File: config.mk
export PLATFORM = sky130hd
export DESIGN_NAME = dpram_stream_reader
export DESIGN_NICKNAME = d
export VERILOG_FILES = /design/src/rtl/dpram_stream_reader.sv
export SDC_FILE = /design/constraint.sdc
export NUM_CORES = 1
export LEC_CHECK = 0
export CELL_PAD_IN_SITES_DETAIL_PLACEMENT = 0
export CELL_PAD_IN_SITES_GLOBAL_PLACEMENT = 2
export CORE_ASPECT_RATIO = 0.8
export CORE_MARGIN = 2
export CORE_UTILIZATION = 34
export CTS_CLUSTER_DIAMETER = 50
export CTS_CLUSTER_SIZE = 20
export DETAILED_ROUTE_END_ITERATION = 8
export GPL_ROUTABILITY_DRIVEN = 0
export PLACE_DENSITY = 0.95
export SYNTH_ARGS = -nofsm -noshare
export SYNTH_HDL_FRONTEND = slang
export SYNTH_SLANG_ARGS = --single-unit
File: constraint.sdc
create_clock -name clk_i -period 4.4 [get_ports clk_i]
set_input_delay 0.44 -clock clk_i [delete_from_list [all_inputs] [get_ports clk_i]]
set_output_delay 0.44 -clock clk_i [all_outputs]
set_load 0.02 [all_outputs]
File: src/rtl/dpram_stream_reader.sv
// Drains a filled waveform readout DPRAM as a 16-bit valid/ready stream, 8 words per 128-bit line,
// and holds dpram_busy until the last word is accepted.
module dpram_stream_reader #(
  parameter int unsigned P_DPRAM_ADR_WIDTH = 8,
  parameter int unsigned P_LEN_WIDTH       = 16,
  parameter int unsigned P_RD_LATENCY      = 2
) (
  input  logic                         clk_i,
  input  logic                         rst_ni,
  input  logic                         en_i,
  input  logic                         dpram_run_i,
  input  logic [P_LEN_WIDTH-1:0]       dpram_len_i,
  output logic                         dpram_busy_o,
  output logic [P_DPRAM_ADR_WIDTH-1:0] dpram_rd_addr_o,
  input  logic [127:0]                 dpram_rd_data_i,
  output logic [15:0]                  out_data_o,
  output logic                         out_valid_o,
  input  logic                         out_ready_i,
  output logic                         out_last_o,
  output logic                         xfer_done_o,
  output logic                         len_err_o
);

  localparam int unsigned            Cap      = 8 * (2 ** P_DPRAM_ADR_WIDTH);
  localparam logic [P_LEN_WIDTH-1:0] CapLen   = P_LEN_WIDTH'(Cap);
  localparam logic [1:0]             WaitLast = 2'(P_RD_LATENCY - 1);

  typedef enum logic [2:0] {StIdle, StFetch, StWait, StSend, StDone} state_e;

  state_e                       state_q, state_d;
  logic [P_DPRAM_ADR_WIDTH-1:0] line_q, line_d;
  logic [P_LEN_WIDTH-1:0]       cnt_q, cnt_d;
  logic [P_LEN_WIDTH-1:0]       len_q, len_d;
  logic [1:0]                   wait_q, wait_d;
  logic [127:0]                 shreg_q, shreg_d;
  logic                         busy_q, busy_d;
  logic                         len_err_q, len_err_d;
  logic                         handshake;

  always_ff @(posedge clk_i or negedge rst_ni) begin
    if (!rst_ni) begin
      state_q   <= StIdle;
      line_q    <= '0;
      cnt_q     <= '0;
      len_q     <= '0;
      wait_q    <= '0;
      shreg_q   <= '0;
      busy_q    <= 1'b0;
      len_err_q <= 1'b0;
    end else begin
      state_q   <= state_d;
      line_q    <= line_d;
      cnt_q     <= cnt_d;
      len_q     <= len_d;
      wait_q    <= wait_d;
      shreg_q   <= shreg_d;
      busy_q    <= busy_d;
      len_err_q <= len_err_d;
    end
  end

  always_comb begin
    state_d   = state_q;
    line_d    = line_q;
    cnt_d     = cnt_q;
    len_d     = len_q;
    wait_d    = wait_q;
    shreg_d   = shreg_q;
    busy_d    = busy_q;
    len_err_d = len_err_q;
    if (!en_i) begin
      state_d   = StIdle;
      line_d    = '0;
      cnt_d     = '0;
      len_d     = '0;
      wait_d    = '0;
      shreg_d   = '0;
      busy_d    = 1'b0;
      len_err_d = 1'b0;
    end else begin
      unique case (state_q)
        StIdle: begin
          if (dpram_run_i) begin
            busy_d = 1'b1;
            line_d = '0;
            cnt_d  = '0;
            wait_d = '0;
            if (32'(dpram_len_i) > Cap) begin
              len_d     = CapLen;
              len_err_d = 1'b1;
            end else begin
              len_d = dpram_len_i;
            end
            // Zero-length run still owns the DPRAM for one cycle so the reader sees a busy pulse.
            state_d = (dpram_len_i == '0) ? StDone : StFetch;
          end
        end
        StFetch: begin
          wait_d  = '0;
          state_d = StWait;
        end
        StWait: begin
          if (wait_q == WaitLast) begin
            shreg_d = dpram_rd_data_i;
            state_d = StSend;
          end else begin
            wait_d = wait_q + 2'd1;
          end
        end
        StSend: begin
          if (handshake) begin
            shreg_d = {16'h0000, shreg_q[127:16]};
            cnt_d   = cnt_q + P_LEN_WIDTH'(1);
            if (cnt_d == len_q) begin
              busy_d  = 1'b0;
              state_d = StDone;
            end else if (cnt_q[2:0] == 3'd7) begin
              line_d  = line_q + P_DPRAM_ADR_WIDTH'(1);
              state_d = StFetch;
            end
          end
        end
        StDone: begin
          busy_d  = 1'b0;
          state_d = StIdle;
        end
        default: state_d = StIdle;
      endcase
    end
  end

  always_comb begin
    out_valid_o     = (state_q == StSend);
    out_last_o      = out_valid_o && (cnt_q == len_q - P_LEN_WIDTH'(1));
    out_data_o      = shreg_q[15:0];
    xfer_done_o     = (state_q == StDone);
    dpram_busy_o    = busy_q;
    dpram_rd_addr_o = line_q;
    len_err_o       = len_err_q;
    handshake       = out_valid_o && out_ready_i;
  end

endmodule

==> flow_metrics.py <==
metrics = {
    "sta": {
        "setup_viol": 0,
        "tightest_slew_ns": 0.985,
        "slew_violations": 0,
        "finalCriticalPeriod_ns": 4.17,
        "hold_violations": 0,
        "whs_ns": 0.158,
        "tns_ns": 0,
        "finClkSkew_ns": 0.0196,
        "post-route-period-util_pct": 94.7,
        "max_freq_ghz": 0.240,
        "slew_headroom_pct": 34.3,
    },
    "clocking": {
        "cts_tree": "built",
        "numClockSinks": 175,
        "path_clk_slew_ns": 0.08,
        "numCtsBuffers": 17,
        "clock_path_buffers": 2,
        "cts_resized": 0,
        "holdBufCountCts": 0,
        "clk_latency_ns": 0.44,
        "post_cts_buffers": 0,
        "h-tree-depth": 4,
        "root_buffer": "clkbuf_16",
    },
    "grt": {
        "grt_pass1_wl_um": 40700,
        "grt_max_degree": 129,
        "antenna_found_initial": 0,
        "grt_pass1_vias": 7310,
        "grt_overflow": 0,
        "grt.total_usage_pct": 18.8,
    },
    "detailed_routing": {
        "drt_iter0_drc": 525,
        "wire_per_inst_um": 17.7,
        "via_per_inst": 5.35,
        "wl_um": 25600,
        "firstDrtPassIters": 6,
        "num_vias": 7741,
        "antenna_left": 0,
        "route.detailed.drc": 0,
    },
    "critical_path": {
        "cp_max_fo": 5,
        "arrival_ns": 3.73,
        "path_cells": "inv_1 -> ha_1 -> nor3b_4 -> nand2_1 -> xnor2_1 -> nand4_1 -> or4_1 -> a2111oi_1 -> o221a_2 -> clkdlybuf4s50_1",
        "max_stage_delay_ns": 0.59,
        "path_class": "flip-flop to output port",
        "cp_slowest_cell": "clkdlybuf4s50_1",
        "cp.required_ns": 3.96,
        "cp-end-kind": "output port",
        "crit_path_start_kind": "flip-flop",
    },
    "logic_synthesis": {
        "yosysUniqueCellTypes": 58,
        "yosys_warnings": 0,
        "yosysSeqAreaShare_pct": 49.5,
        "syn_nets": 1130,
        "yosys_register_bits": 175,
        "synthFlopType": "dfrtp_1",
        "netlist_instances": 976,
        "avgSynthCellArea_um2": 9.06,
        "synth_edf_count": 0,
        "syn_area_mm2": 0.00884,
        "async_reset_ff_share_pct": 100,
    },
    "finish": {
        "final_core_util_pct": 44.8,
        "diodes": 0,
        "final_cells": 1448,
        "drive_gt1_share_pct": 5.56,
        "nets": 1238,
        "area_delta_synth_final_pct": 29.0,
        "fin_area_mm2": 0.0114,
    },
    "pwr": {
        "p_per_area_mw_per_mm2": 347,
        "p_leak_nw": 4.72,
        "max-vdd-ir-drop_v": 0.000254,
    },
    "floorplanning": {
        "rows": 52,
        "start_util_pct": 34.7,
        "die-area_mm2": 0.0273,
        "die_h_um": 148,
        "die_x_um": 184,
        "core_mm2": 0.0254,
        "ios": 178,
    },
    "placement": {
        "place_area_mm2": 0.0108,
        "io_buffers": 177,
        "dp_hpwl_um": 16900,
        "dp_cells": 1416,
    },
    "worst_hold_path": {
        "hp-class": "primary input to asynchronous set/reset pin",
    },
    "outcome": {
        "status": "finished clean",
    },
    "job": {
        "drv_cap": 0,
    },
}
[synthesized netlist by cell type (all sizes together), types with 3 or more instances]
cell,count,area (µm²)
a221oi,112,981
xor2,15,131
clkbuf,69,260
a21oi,14,70.1
a211oi,5,47.5
o41ai,7,80.1
and2,5,31.3
buf,30,186
ha,5,62.6
o21ai,28,140
nor3b,3,27.5
nand2b,10,62.6
nor2,265,995
xnor2,14,123
nand4,11,68.8
nand3,36,185
mux2i,8,80.1
nor4,13,100
nor3,13,65.1
a22o,11,96.3
dfrtp,175,4380
o31ai,4,30.0
nand2,72,270
and3,4,25.0
inv,9,33.8
or3,5,31.3
or4,4,30.0
[worst max-delay path, delay by kind of cell (launching register included)]
family	cells	cell delay (ns)
fa+ha+maj	1	0.22
compound gates	2	0.65
flops	1	0.45
buf+inv	2	0.67
simple gates	4	1.15
xor+xnor	1	0.15
[cell usage in the layout (no fill, tap or decap), types with 6 or more instances in the layout]
master	netlist	final
xnor2_1	14	14
nor4_1	10	10
buf_4	17	6
nor2_1	265	262
clkdlybuf4s50_1	0	176
a21oi_1	14	14
o41ai_1	6	6
clkbuf_16	0	17
a22o_1	11	11
nor3_1	13	13
nand2_1	72	72
nand4_1	11	11
inv_1	9	9
nand3_1	35	35
a221oi_1	112	112
mux2i_1	8	8
xor2_1	15	15
dfrtp_1	175	175
o21ai_0	26	25
nand2b_1	10	10
[area by class of cell]
| cell class | instances | area, µm² |
|---|---|---|
| multi-input combinational | 693 | 4030 |
| timing repair buffer | 188 | 1920 |
| inverter | 9 | 33.8 |
| tap | 351 | 439 |
| fill | 2465 | 14000 |
| clock inverter | 14 | 168 |
| clock buffer | 18 | 429 |
| sequential | 175 | 4380 |
[power by group]
part	switching [mW]	internal, mW	leakage [nW]
Clock	0.758	0.769	0.290
Combinational	0.309	0.283	2.23
Sequential	0.0918	1.74	2.20
Total	1.16	2.80	4.72
[per-layer routing]
| layer | vias to the layer above | global-route usage [%] | part of all wire, % | routed length (µm) |
|---|---|---|---|---|
| met2 | 223 | 26.8 | 44 | 11100 |
| met5 | - | 0 | 0 | 0 |
| li1 | 3711 | - | - | - |
| met3 | 12 | 4.21 | 5.7 | 1450 |
| met1 | 3795 | 29.0 | 50 | 12800 |
| met4 | 0 | 4.24 | 0.68 | 175 |
[flip-flops by register name, summed over array words and instances, names as in the netlist]
register         flops
shreg_q            128
cnt_q               16
len_q               16
dpram_rd_addr_o      8
state_q              3
wait_q               2
dpram_busy_o         1
len_err_o            1
[stage by stage]
step                      worst slack (ns)  power (mW)
after detailed placement             0.671        2.47
after global routing               -0.0351        4.14
after CTS                            0.170        4.00
after global placement               0.657        2.46
after floorplan                       1.52        2.17
final                                0.231        3.96
[path summary, 6_finish.rpt]
path	slack (ns)	cells after the start	endpoint	from
hold / removal	0.16	1	len_q[0]	rst_ni
max in group asynchronous	3.31	2	shreg_q[98]	rst_ni
setup reg to reg	1.24	8	dpram_rd_addr_o[7]	cnt_q[0]
hold reg to reg	0.47	2	shreg_q[124]	shreg_q[124]
min in group clk_i	0.47	2	shreg_q[124]	shreg_q[124]
setup / recovery	0.23	10	out_last_o	len_q[0]
[cell families (layout without fill, tap and decap cells)]
logic type,after synthesis,count (layout),share of synthesized area [%]
multiplexers,9,9,1.03
XOR/XNOR,29,29,2.87
adder cells (fa/ha/maj),5,5,0.708
flip-flops,175,175,49.5
AO/OA/AOI/OAI,199,199,18.0
buffers and inverters,108,229,5.44
AND/OR/NAND/NOR,451,451,22.4
(Power assumes the default switching activity.)
